**config.mk**
```make
export PLATFORM = sky130hd
export DESIGN_NAME = uart_rx
export DESIGN_NICKNAME = d
export VERILOG_FILES = /design/src/rtl/uart_rx.sv
export SDC_FILE = /design/constraint.sdc
export NUM_CORES = 1
export LEC_CHECK = 0
export ABC_AREA = 0
export CAP_MARGIN = 40
export CORE_ASPECT_RATIO = 1.5
export CORE_UTILIZATION = 30
export CTS_CLUSTER_DIAMETER = 80
export DETAILED_ROUTE_END_ITERATION = 7
export PLACE_DENSITY = 0.48
export SLEW_MARGIN = 25
export SYNTH_ARGS = -nofsm -noshare
export SYNTH_HDL_FRONTEND = slang
export SYNTH_SLANG_ARGS = --single-unit
```
**constraint.sdc**
```tcl
create_clock -name clk -period 4 [get_ports clk]
set_input_delay 0.4 -clock clk [delete_from_list [all_inputs] [get_ports clk]]
set_output_delay 0.4 -clock clk [all_outputs]
set_load 0.02 [all_outputs]
```
**src/rtl/uart_rx.sv**
```systemverilog
// Oversampling UART receiver: synchronizes rx_i, frames start/data/parity/stop
// LSB first, and hands each word out through a one-entry valid/ready buffer.
module uart_rx #(
    parameter int CLK_FREQ_HZ = 100000000,
    parameter int BAUD        = 115200,
    parameter int OVERSAMPLE  = 16,
    parameter int DATA_BITS   = 8,
    parameter int PARITY_EN   = 0,
    parameter int PARITY_ODD  = 0
) (
    input  logic                 clk,
    input  logic                 rst_n,
    input  logic                 rx_i,
    output logic [DATA_BITS-1:0] m_data,
    output logic                 m_valid,
    input  logic                 m_ready,
    output logic                 frame_err,
    output logic                 parity_err,
    output logic                 overrun,
    output logic                 busy
);

    localparam int DIV   = CLK_FREQ_HZ / (BAUD * OVERSAMPLE);
    localparam int DIV_W = (DIV > 1) ? $clog2(DIV) : 1;
    localparam int OS_W  = $clog2(OVERSAMPLE);
    localparam int BIT_W = $clog2(DATA_BITS + 1);

    localparam logic [DIV_W-1:0] DIV_LAST  = DIV_W'(DIV - 1);
    localparam logic [OS_W-1:0]  HALF_LAST = OS_W'(OVERSAMPLE / 2 - 1);
    localparam logic [OS_W-1:0]  FULL_LAST = OS_W'(OVERSAMPLE - 1);
    localparam logic [BIT_W-1:0] BITS_LAST = BIT_W'(DATA_BITS - 1);
    localparam logic             ODD_BIT   = (PARITY_ODD != 0);

    typedef enum logic [2:0] {
        IDLE,
        START,
        DATA,
        PARITY,
        STOP,
        WAIT_HIGH
    } state_t;

    logic                 rx_meta_reg;
    logic                 rx_s_reg;
    logic [DIV_W-1:0]     div_cnt_reg;
    logic [OS_W-1:0]      os_cnt_reg;
    logic [BIT_W-1:0]     bit_cnt_reg;
    logic [DATA_BITS-1:0] shift_reg;
    logic                 parity_bad_reg;
    state_t               state_reg;
    logic [DATA_BITS-1:0] m_data_reg;
    logic                 m_valid_reg;
    logic                 frame_err_reg;
    logic                 parity_err_reg;
    logic                 overrun_reg;

    logic tick;
    logic handshake;

    assign tick      = (div_cnt_reg == DIV_LAST);
    assign handshake = m_valid_reg && m_ready;

    assign m_data     = m_data_reg;
    assign m_valid    = m_valid_reg;
    assign frame_err  = frame_err_reg;
    assign parity_err = parity_err_reg;
    assign overrun    = overrun_reg;
    assign busy       = (state_reg != IDLE);

    always_ff @(posedge clk or negedge rst_n) begin
        if (!rst_n) begin
            rx_meta_reg <= 1'b1;
            rx_s_reg    <= 1'b1;
        end else begin
            rx_meta_reg <= rx_i;
            rx_s_reg    <= rx_meta_reg;
        end
    end

    always_ff @(posedge clk or negedge rst_n) begin
        if (!rst_n) begin
            state_reg      <= IDLE;
            div_cnt_reg    <= '0;
            os_cnt_reg     <= '0;
            bit_cnt_reg    <= '0;
            shift_reg      <= '0;
            parity_bad_reg <= 1'b0;
            m_data_reg     <= '0;
            m_valid_reg    <= 1'b0;
            frame_err_reg  <= 1'b0;
            parity_err_reg <= 1'b0;
            overrun_reg    <= 1'b0;
        end else begin
            frame_err_reg  <= 1'b0;
            parity_err_reg <= 1'b0;
            overrun_reg    <= 1'b0;
            div_cnt_reg    <= tick ? '0 : div_cnt_reg + 1'b1;
            if (handshake) begin
                m_valid_reg <= 1'b0;
            end

            case (state_reg)
                IDLE: begin
                    // Realign the tick phase to the falling edge of the start bit.
                    if (!rx_s_reg) begin
                        state_reg      <= START;
                        div_cnt_reg    <= '0;
                        os_cnt_reg     <= '0;
                        bit_cnt_reg    <= '0;
                        parity_bad_reg <= 1'b0;
                    end
                end
                START: begin
                    if (tick) begin
                        if (os_cnt_reg == HALF_LAST) begin
                            os_cnt_reg <= '0;
                            state_reg  <= rx_s_reg ? IDLE : DATA;
                        end else begin
                            os_cnt_reg <= os_cnt_reg + 1'b1;
                        end
                    end
                end
                DATA: begin
                    if (tick) begin
                        if (os_cnt_reg == FULL_LAST) begin
                            os_cnt_reg <= '0;
                            shift_reg  <= {rx_s_reg, shift_reg[DATA_BITS-1:1]};
                            if (bit_cnt_reg == BITS_LAST) begin
                                bit_cnt_reg <= '0;
                                state_reg   <= (PARITY_EN != 0) ? PARITY : STOP;
                            end else begin
                                bit_cnt_reg <= bit_cnt_reg + 1'b1;
                            end
                        end else begin
                            os_cnt_reg <= os_cnt_reg + 1'b1;
                        end
                    end
                end
                PARITY: begin
                    if (tick) begin
                        if (os_cnt_reg == FULL_LAST) begin
                            os_cnt_reg     <= '0;
                            parity_bad_reg <= (rx_s_reg != ((^shift_reg) ^ ODD_BIT));
                            state_reg      <= STOP;
                        end else begin
                            os_cnt_reg <= os_cnt_reg + 1'b1;
                        end
                    end
                end
                STOP: begin
                    if (tick) begin
                        if (os_cnt_reg == FULL_LAST) begin
                            os_cnt_reg <= '0;
                            if (!rx_s_reg) begin
                                frame_err_reg <= 1'b1;
                                state_reg     <= WAIT_HIGH;
                            end else if (parity_bad_reg) begin
                                parity_err_reg <= 1'b1;
                                state_reg      <= IDLE;
                            end else begin
                                // A word landing in the handshake cycle replaces the one leaving.
                                if (m_valid_reg && !m_ready) begin
                                    overrun_reg <= 1'b1;
                                end else begin
                                    m_data_reg  <= shift_reg;
                                    m_valid_reg <= 1'b1;
                                end
                                state_reg <= IDLE;
                            end
                        end else begin
                            os_cnt_reg <= os_cnt_reg + 1'b1;
                        end
                    end
                end
                WAIT_HIGH: begin
                    if (rx_s_reg) begin
                        state_reg <= IDLE;
                    end
                end
                default: state_reg <= IDLE;
            endcase
        end
    end

endmodule

```
* Word-level counts from Yosys, hierarchy flattened *
Index checks and enable logic that the tools add are counted.

storage, ports and cells
  register bits = 40
  output and inout port bits = 13

cells by class
  bitwise gates (word level) = 2
  add/subtract/negate cells = 3
  equality and inequality tests = 22
  multiplexer cells = 53
  reductions and logical operators = 16

operator list
  kind                                                                    number
  3-bit 2-to-1 mux                                                        12
  4-bit 2-to-1 mux                                                        8
  1-bit 2-to-1 mux                                                        25
  2-bit inequality test (second input constant)                           11
  6-bit 2-to-1 mux                                                        3
  3-bit case mux with 6 select lines                                      1
  4-bit case mux with 3 select lines                                      1
  4-bit AND reduction                                                     3
  11-bit AND reduction                                                    1
  4-bit by 1-bit adder with 4-bit output (second input constant)          2
  4-bit by 3-bit equality test with 1-bit output (second input constant)  2
  4-bit case mux with 2 select lines                                      1
  8-bit parity                                                            1
  6-bit by 1-bit adder with 6-bit output (second input constant)          1
  3-bit by 2-bit equality test with 1-bit output (second input constant)  2
  3-bit equality test (second input constant)                             2
  6-bit equality test (second input constant)                             1
  6-bit AND reduction                                                     1
  3-bit nonzero test                                                      2
  4-bit equality test (second input constant)                             1
  2-bit nonzero test                                                      2
  3-bit by 1-bit equality test with 1-bit output (second input constant)  1
  3-bit zero test                                                         1
  3-bit AND reduction                                                     1
  other kinds (8)                                                         10

* Depth between registers and ports, before layout *
Gate-level depths: netlist (run 1).

  depth in word-level cells = 8
  mapped depth = 8

* Worst setup path before layout (run 1) *
OpenSTA, ideal clock, no wires.

  path type = register to register
  from = reg div_cnt_reg[1]
  to = reg m_data_reg[0], in the netlist m_data[0]
  cell stages (with the launch flop) = 9
  required time = 3.875 ns
  buffers on the path = 1
  setup slack = 1.986 ns
  arrival = 1.889 ns
  clock period less this slack = 2.014 ns
  cell sequence = dfrtp_1 -> inv_1 -> ha_1 -> and4b_1 -> and2_1 -> buf_6 -> nand3_4 -> nor4b_4 -> mux2_2

between the ends
  word-level cells in the longest chain between the ends = 2

RTL lines
  what                                  line  source
  start: declaration                    45    logic [DIV_W-1:0] div_cnt_reg;
  start signal: assignment              97    div_cnt_reg <= tick ? '0 : div_cnt_reg + 1'b1;
  6-bit equality test                   60    assign tick = (div_cnt_reg == DIV_LAST);
  6-bit AND reduction (no source line)  --
  end signal: assignment                165   m_data_reg <= shift_reg;
  end: declaration                      51    logic [DATA_BITS-1:0] m_data_reg;

No other way between the ends.
A chain may end at the register's enable or synchronous reset.

* Worst setup path after layout (run 1) *
  from = reg state_reg[1]
  to = out busy

between the ends
  word-level cells in the longest chain between the ends = 1

RTL lines
  what                      line  source
  start: declaration        50    state_t state_reg;
  start signal: assignment  117   state_reg <= rx_s_reg ? IDLE : DATA;
  start signal: assignment  130   state_reg <= (PARITY_EN != 0) ? PARITY : STOP;
  3-bit nonzero test        68    assign busy = (state_reg != IDLE);
  end: declaration          20    output logic busy

No other way between the ends.

==> impl_metrics.csv, run 1 <==
group,metric,value,unit
detailed_routing,first_pass_iters,4,
timing,rsz0062_at_grt,"no",
final_layout,areaGrowthSynthToFinish,16.5,%
final_layout,diodes,0,
timing,finalSetupTns,0,ns
yosys,yosys.area_share.simple,0.179,
yosys,ys_async_sr_fraction,1.00,
power_and_ir_drop,power,704,uW
clocking,clk_pin_slew_worst_paths,0.08,ns
clocking,cts_tree,"built",
critical_path,worst_path_largest_cell_delay,0.78,ns
die,initial_utilization,0.310,
place,globalplace.congestion,0.717,
critical_path,worstPathArrival,2.09,ns
global_route,grt-ovfl-total,0,
global_route,grt_pass1_wl,6270,um
global_route,grt_max_degree,25,
die,die_h,102,um
yosys,ys.flop_type,"dfrtp_1",
final_layout,fin_nets,210,
clocking,cts_resized,0,
yosys,synth_compound_area_frac,0.102,
die,io_pins,17,
critical_path,crit_chain,"inv_1 > nand2_1 > clkdlybuf4s50_1",
power_and_ir_drop,p_per_area,303,nW/um2
yosys,ys_ff_latch,40,
timing,fin_crit_sh,0.622,
yosys,synth-xor-area-share,0.0552,
place,dpl-instance-area,2230,um2
clocking,clock_latency,0.29,ns
timing,skew,0.00681,ns
detailed_routing,vias_per_cell,5.01,
clocking,clockBufferDepth,2,
power_and_ir_drop,power.leakage,0.00106,uW
yosys,yosys_warnings,0,
yosys,synth_top_cell_by_area,"dfrtp_1",
run_status,outcome,"finished, final reports clean",
detailed_routing,wl_per_cell,13.2,um
global_route,antenna_found_initial,0,
yosys,synth-edff-count,0,
detailed_routing,num_vias,1397,
yosys,synth_area_leaders,"dfrtp_1, mux2_2, nand2_1",
final_layout,finalInstanceArea,2320,um2
die,row_count,36,
critical_path,startpoint_type,"flop",
critical_path,cp.required,3.60,ns
timing,layout_min_cycle_time,2.49,ns
critical_path,crit_slowest_cell,"dfrtp_1",
timing,drv_slew,0,
die,dieArea,6990,um2
clocking,clockRootBuffer,"clkbuf_8",
detailed_routing,drt_iter0_drc,49,
clocking,clock_sinks,40,
timing,fmaxAchievable,402,MHz
die,core,6440,um2
timing,finalHoldViolCount,0,
final_layout,fill_cells,654,
place,hpwl,2690,um
critical_path,critPathMaxFanout,23,
yosys,synth_area,1990,um2
timing,worst_slew_margin_rel,0.556,
critical_path,r2r_cells,7,
yosys,synthMuxAreaShare,0.101,
clocking,post_cts_buffers,0,
timing,setup_viol,0,
critical_path,critPathTopFamily,"buffers and inverters",
worst_hold_path,worstHoldPathType,"in -> async",
clocking,cts_buffers,5,
timing,tightest_slew,0.666,ns
global_route,track_usage,0.121,
flow_run,maxCapViolCount,0,
critical_path,rr_endpoint,"m_data[2]",
detailed_routing,ant_nets,0,
global_route,grt_pass1_vias,1383,
yosys,synth_top_area_frac,0.477,
place,io_buffers,16,
die,dieWidth,68.6,um
yosys,synth_fa_ha_area_frac,0.0251,
yosys,ys_seq_area_frac,0.503,
power_and_ir_drop,irDropWorstVdd,142,uV
critical_path,worstSetupPathType,"reg -> out",
yosys,synthCells,185,
clocking,h-tree-depth,2,
critical_path,r2r-start,"div_cnt_reg[1]",
yosys,yosysUniqueCellTypes,47,
detailed_routing,wl,3670,um
critical_path,crit_path_end_kind,"output pin",
yosys,avgSynthCellArea,10.8,um2
yosys,synth_top_family_by_area,"simple AND/OR/NAND/NOR gates",
detailed_routing,drc,0,
yosys,syn_nets,193,
final_layout,drive_gt1_frac,0.158,
clocking,holdBufCountCts,0,
critical_path,ff2ff_setup_slack,1.69,ns
critical_path,cp_num_buf_inv,2,
==> per-stage QoR <==
stage | std cells | hold WS (ns) | util | setup WS [ns]
after global placement | 270 | 0.346 | 0.342 | 1.68
after detailed placement | 271 | 0.347 | 0.346 | 1.70
after floorplan | 185 | 0.104 | - | 1.99
after global routing | 279 | 0.0549 | 0.361 | 1.43
final | 279 | 0.0323 | 0.361 | 1.51
after CTS | 279 | 0.0418 | 0.361 | 1.51
==> cell families (layout without fill, tap and decap cells) <==
| group | count (synthesis) | in the layout |
|---|---|---|
| flip-flops | 40 | 40 |
| AND/OR/NAND/NOR | 67 | 67 |
| XOR/XNOR | 11 | 11 |
| AO/OA/AOI/OAI | 30 | 30 |
| adder cells (fa/ha/maj) | 4 | 4 |
| buffers and inverters | 15 | 33 |
| multiplexers | 18 | 18 |
==> cell type report <==
class,count,area [um2],share of cell area
Inverter,8,30.0,0.0129
Clock inverter,2,15.0,0.00646
Multi-Input combinational cell,130,922,0.397
Tap cell,76,95.1,0.0409
Clock buffer,6,82.6,0.0355
Timing Repair Buffer,17,175,0.0754
Sequential cell,40,1000,0.432
==> power breakdown <==
group | total (uW) | switching, uW | internal (uW) | leakage (uW)
Combinational | 14.0 | 8.70 | 5.31 | 0.000480
Sequential | 408 | 1.68 | 406 | 0.000537
Clock | 282 | 143 | 140 | 0.0000434
Total | 704 | 153 | 551 | 0.00106
==> routing by layer <==
| metal | wire, um | GRT usage |
|---|---|---|
| met5 | 0 | 0 |
| met4 | 81 | 0.0529 |
| met2 | 1860 | 0.210 |
| met1 | 1610 | 0.135 |
| met3 | 114 | 0.0301 |
==> worst max path at each step <==
stage | end | slack [ns] | from | cells after the start
after floorplan | m_data[0] | 1.99 | div_cnt_reg[1] | 8
after global placement | m_data[4] | 1.68 | div_cnt_reg[1] | 7
after detailed placement | m_data[7] | 1.70 | div_cnt_reg[1] | 7
after CTS | busy | 1.51 | state_reg[1] | 3
after global routing | busy | 1.43 | state_reg[2] | 3
final | busy | 1.51 | state_reg[1] | 3
==> cells in the final DEF, fill, tap and decap left out, drive strengths merged, types with 2 or more instances in the layout <==
| cell type | netlist | layout |
|---|---|---|
| nand3 | 8 | 8 |
| nor2b | 3 | 3 |
| inv | 8 | 8 |
| clkdlybuf4s50 | 0 | 15 |
| clkinvlp | 0 | 2 |
| nand2 | 18 | 18 |
| dfrtp | 38 | 38 |
| o211ai | 2 | 2 |
| o21ai | 8 | 8 |
| or3 | 4 | 4 |
| buf | 3 | 2 |
| nor4 | 2 | 2 |
| nand2b | 3 | 3 |
| dfstp | 2 | 2 |
| xnor2 | 7 | 7 |
| nor2 | 16 | 16 |
| nor3 | 4 | 4 |
| ha | 4 | 4 |
| nand4 | 2 | 2 |
| clkbuf | 4 | 6 |
| a21boi | 2 | 2 |
| a21oi | 4 | 4 |
| a31oi | 2 | 2 |
| xor2 | 3 | 3 |
| mux2 | 17 | 17 |
| o22ai | 2 | 2 |
==> synthesized netlist by cell type, types with 2 or more instances <==
library cell	instances
dfrtp_1	38
nand2_1	18
mux2_2	17
nor2_1	16
inv_1	8
nand3_1	7
o21ai_0	7
xnor2_1	7
a21oi_1	4
clkbuf_1	4
ha_1	4
nor3_1	4
or3_1	4
nand2b_1	3
nor2b_1	3
xor2_1	3
a21boi_0	2
a31oi_1	2
dfstp_2	2
nand4_1	2
nor4_1	2
o211ai_1	2
o22ai_1	2
Power figures use the tool's default switching activity.
==> inputs of run 2 (changes only) <==
==> constraint.sdc (replaced) <==
create_clock -name clk -period 2.3 [get_ports clk]
set_input_delay 0.23 -clock clk [delete_from_list [all_inputs] [get_ports clk]]
set_output_delay 0.23 -clock clk [all_outputs]
set_load 0.02 [all_outputs]
==> impl_metrics.csv, run 2 (same netlist as run 1, synthesis figures left out) <==
group,metric,value,unit
global_route,track_usage,0.127,
final_layout,final_cell_mix,"dfrtp_1, nand2_1, mux2_2",
detailed_routing,vias_per_cell,5.02,
timing,rsz0062_at_grt,"no",
timing,fmaxAchievable,464,MHz
worst_hold_path,min-delay-start,"rx_i",
clocking,clk_pin_slew_worst_paths,0.08,ns
detailed_routing,wl,3910,um
critical_path,critPathMaxFanout,18,
timing,layout_min_cycle_time,2.15,ns
place,io_buffers,16,
power_and_ir_drop,p_per_area,560,nW/um2
clocking,cts_resized,0,
detailed_routing,first_pass_iters,4,
final_layout,areaGrowthSynthToFinish,21.2,%
critical_path,cp-startpoint,"state_reg[1]",
clocking,cts_buffers,5,
clocking,clockBufferDepth,2,
timing,finalSetupTns,0,ns
power_and_ir_drop,power,1350,uW
power_and_ir_drop,power.leakage,0.00112,uW
die,initial_utilization,0.310,
power_and_ir_drop,power_switching,281,uW
timing,setup_viol,0,
critical_path,r2r_cells,8,
detailed_routing,drt_iter0_drc,60,
timing,setup_ws,0.145,ns
clocking,clockRootBuffer,"clkbuf_8",
clocking,h-tree-depth,2,
die,dieArea,6990,um2
final_layout,final_cells,287,
power_and_ir_drop,combPwrFrac,0.021,
power_and_ir_drop,pwr-share-seq,0.524,
final_layout,layout_commonest_cell,"dfrtp_1",
run_status,outcome,"finished, final reports clean",
flow_run,maxCapViolCount,0,
global_route,grt_pass1_wl,6480,um
final_layout,diodes,0,
power_and_ir_drop,clkPwrFrac,0.455,
worst_hold_path,hold_depth,1,
power_and_ir_drop,p_int,1070,uW
place,globalplace.congestion,0.737,
global_route,grt_pass1_vias,1391,
detailed_routing,ant_nets,0,
critical_path,worstSetupPathType,"reg -> out",
timing,tightest_slew,0.508,ns
critical_path,r2r-start,"div_cnt_reg[1]",
critical_path,worstPathArrival,1.92,ns
die,core,6440,um2
timing,fin_crit_sh,0.937,
die,die_h,102,um
critical_path,cp.required,2.07,ns
critical_path,ff2ff_setup_slack,0.17,ns
timing,drv_slew,0,
timing,skew,0.0125,ns
global_route,grt-ovfl-total,0,
final_layout,fin_nets,218,
die,io_pins,17,
timing,worst_slew_margin_rel,0.661,
timing,finalHoldViolCount,0,
detailed_routing,wl_per_cell,13.6,um
critical_path,startpoint_type,"flop",
detailed_routing,num_vias,1442,
clocking,clock_latency,0.29,ns
critical_path,crit_path_end_kind,"output pin",
clocking,cts_tree,"built",
place,hpwl,2850,um
die,dieWidth,68.6,um
global_route,antenna_found_initial,0,
power_and_ir_drop,irDropWorstVdd,364,uV
power_and_ir_drop,swShare,0.207,
place,pre_cts_ws,0.158,ns
detailed_routing,drc,0,
die,row_count,36,
final_layout,drive_gt1_frac,0.185,
clocking,clock_sinks,40,
worst_hold_path,worstHoldPathType,"in -> reg",
global_route,grt_max_degree,24,
place,dp_cells,278,
clocking,post_cts_buffers,0,
==> run 2: cell count changes in the layout (fill, tap and decap cells not counted), sizes merged <==
cell,change
clkinvlp,-2
bufinv,+1
clkinv,+1
dlygate4sd3,+1
buf,+7
==> run 2: through the flow <==
| step | utilization | hold WS (ns) | cell area (um2) |
|---|---|---|---|
| floorplan | - | -0.0656 | 1990 |
| global placement | 0.351 | 0.348 | 2260 |
| detailed placement | 0.355 | 0.222 | 2290 |
| CTS | 0.375 | 0.331 | 2420 |
| global route | 0.375 | 0.349 | 2420 |
| finish | 0.375 | 0.345 | 2420 |
==> run 2: repair_timing <==
item,in CTS,in global routing
endpoints found under the setup margin,0,0
hold endpoints to repair,17,0
hold buffers,1,0
==> run 2: path summary, 6_finish.rpt <==
path,endpoint
max,busy
min,rx_meta_reg
max reg2reg,m_data[0]
min reg2reg,rx_s_reg
max in group asynchronous,rx_s_reg
min in group asynchronous,os_cnt_reg[3]
==> run 2: power groups by stage <==
stage	combinational (uW)	clock [uW]	sequential (uW)
4_1_cts	30.0	639	709
3_3_place_gp	22.6	0	723
5_1_grt	32.5	661	709
2_1_floorplan	5.25	0	720
6_report	28.3	616	709
3_5_place_dp	28.5	0	723
==> run 2: worst max-delay path, cell delays in order (launching register included) <==
cell and delay [ns]:
dfrtp_1 0.67, inv_1 0.18, nand2_1 0.16, clkdlybuf4s50_1 0.62
==> run 2: metal layers <==
layer / vias to the layer above / global-route usage / share of wire / routed length (um)
met5: - / 0 / 0 / 0
met4: 0 / 0.0609 / 0.016 / 64
met3: 4 / 0.0279 / 0.028 / 109
met2: 28 / 0.213 / 0.52 / 2020
met1: 707 / 0.149 / 0.44 / 1720
li1: 703 / - / - / -
==> run 2: area by class of cell <==
cell class,instances,area (um2)
inverter,8,30.0
sequential,40,1000
timing repair buffer,25,245
clock buffer,6,82.6
multi-input combinational,130,922
clock inverter,2,38.8
fill,641,4020
tap,76,95.1
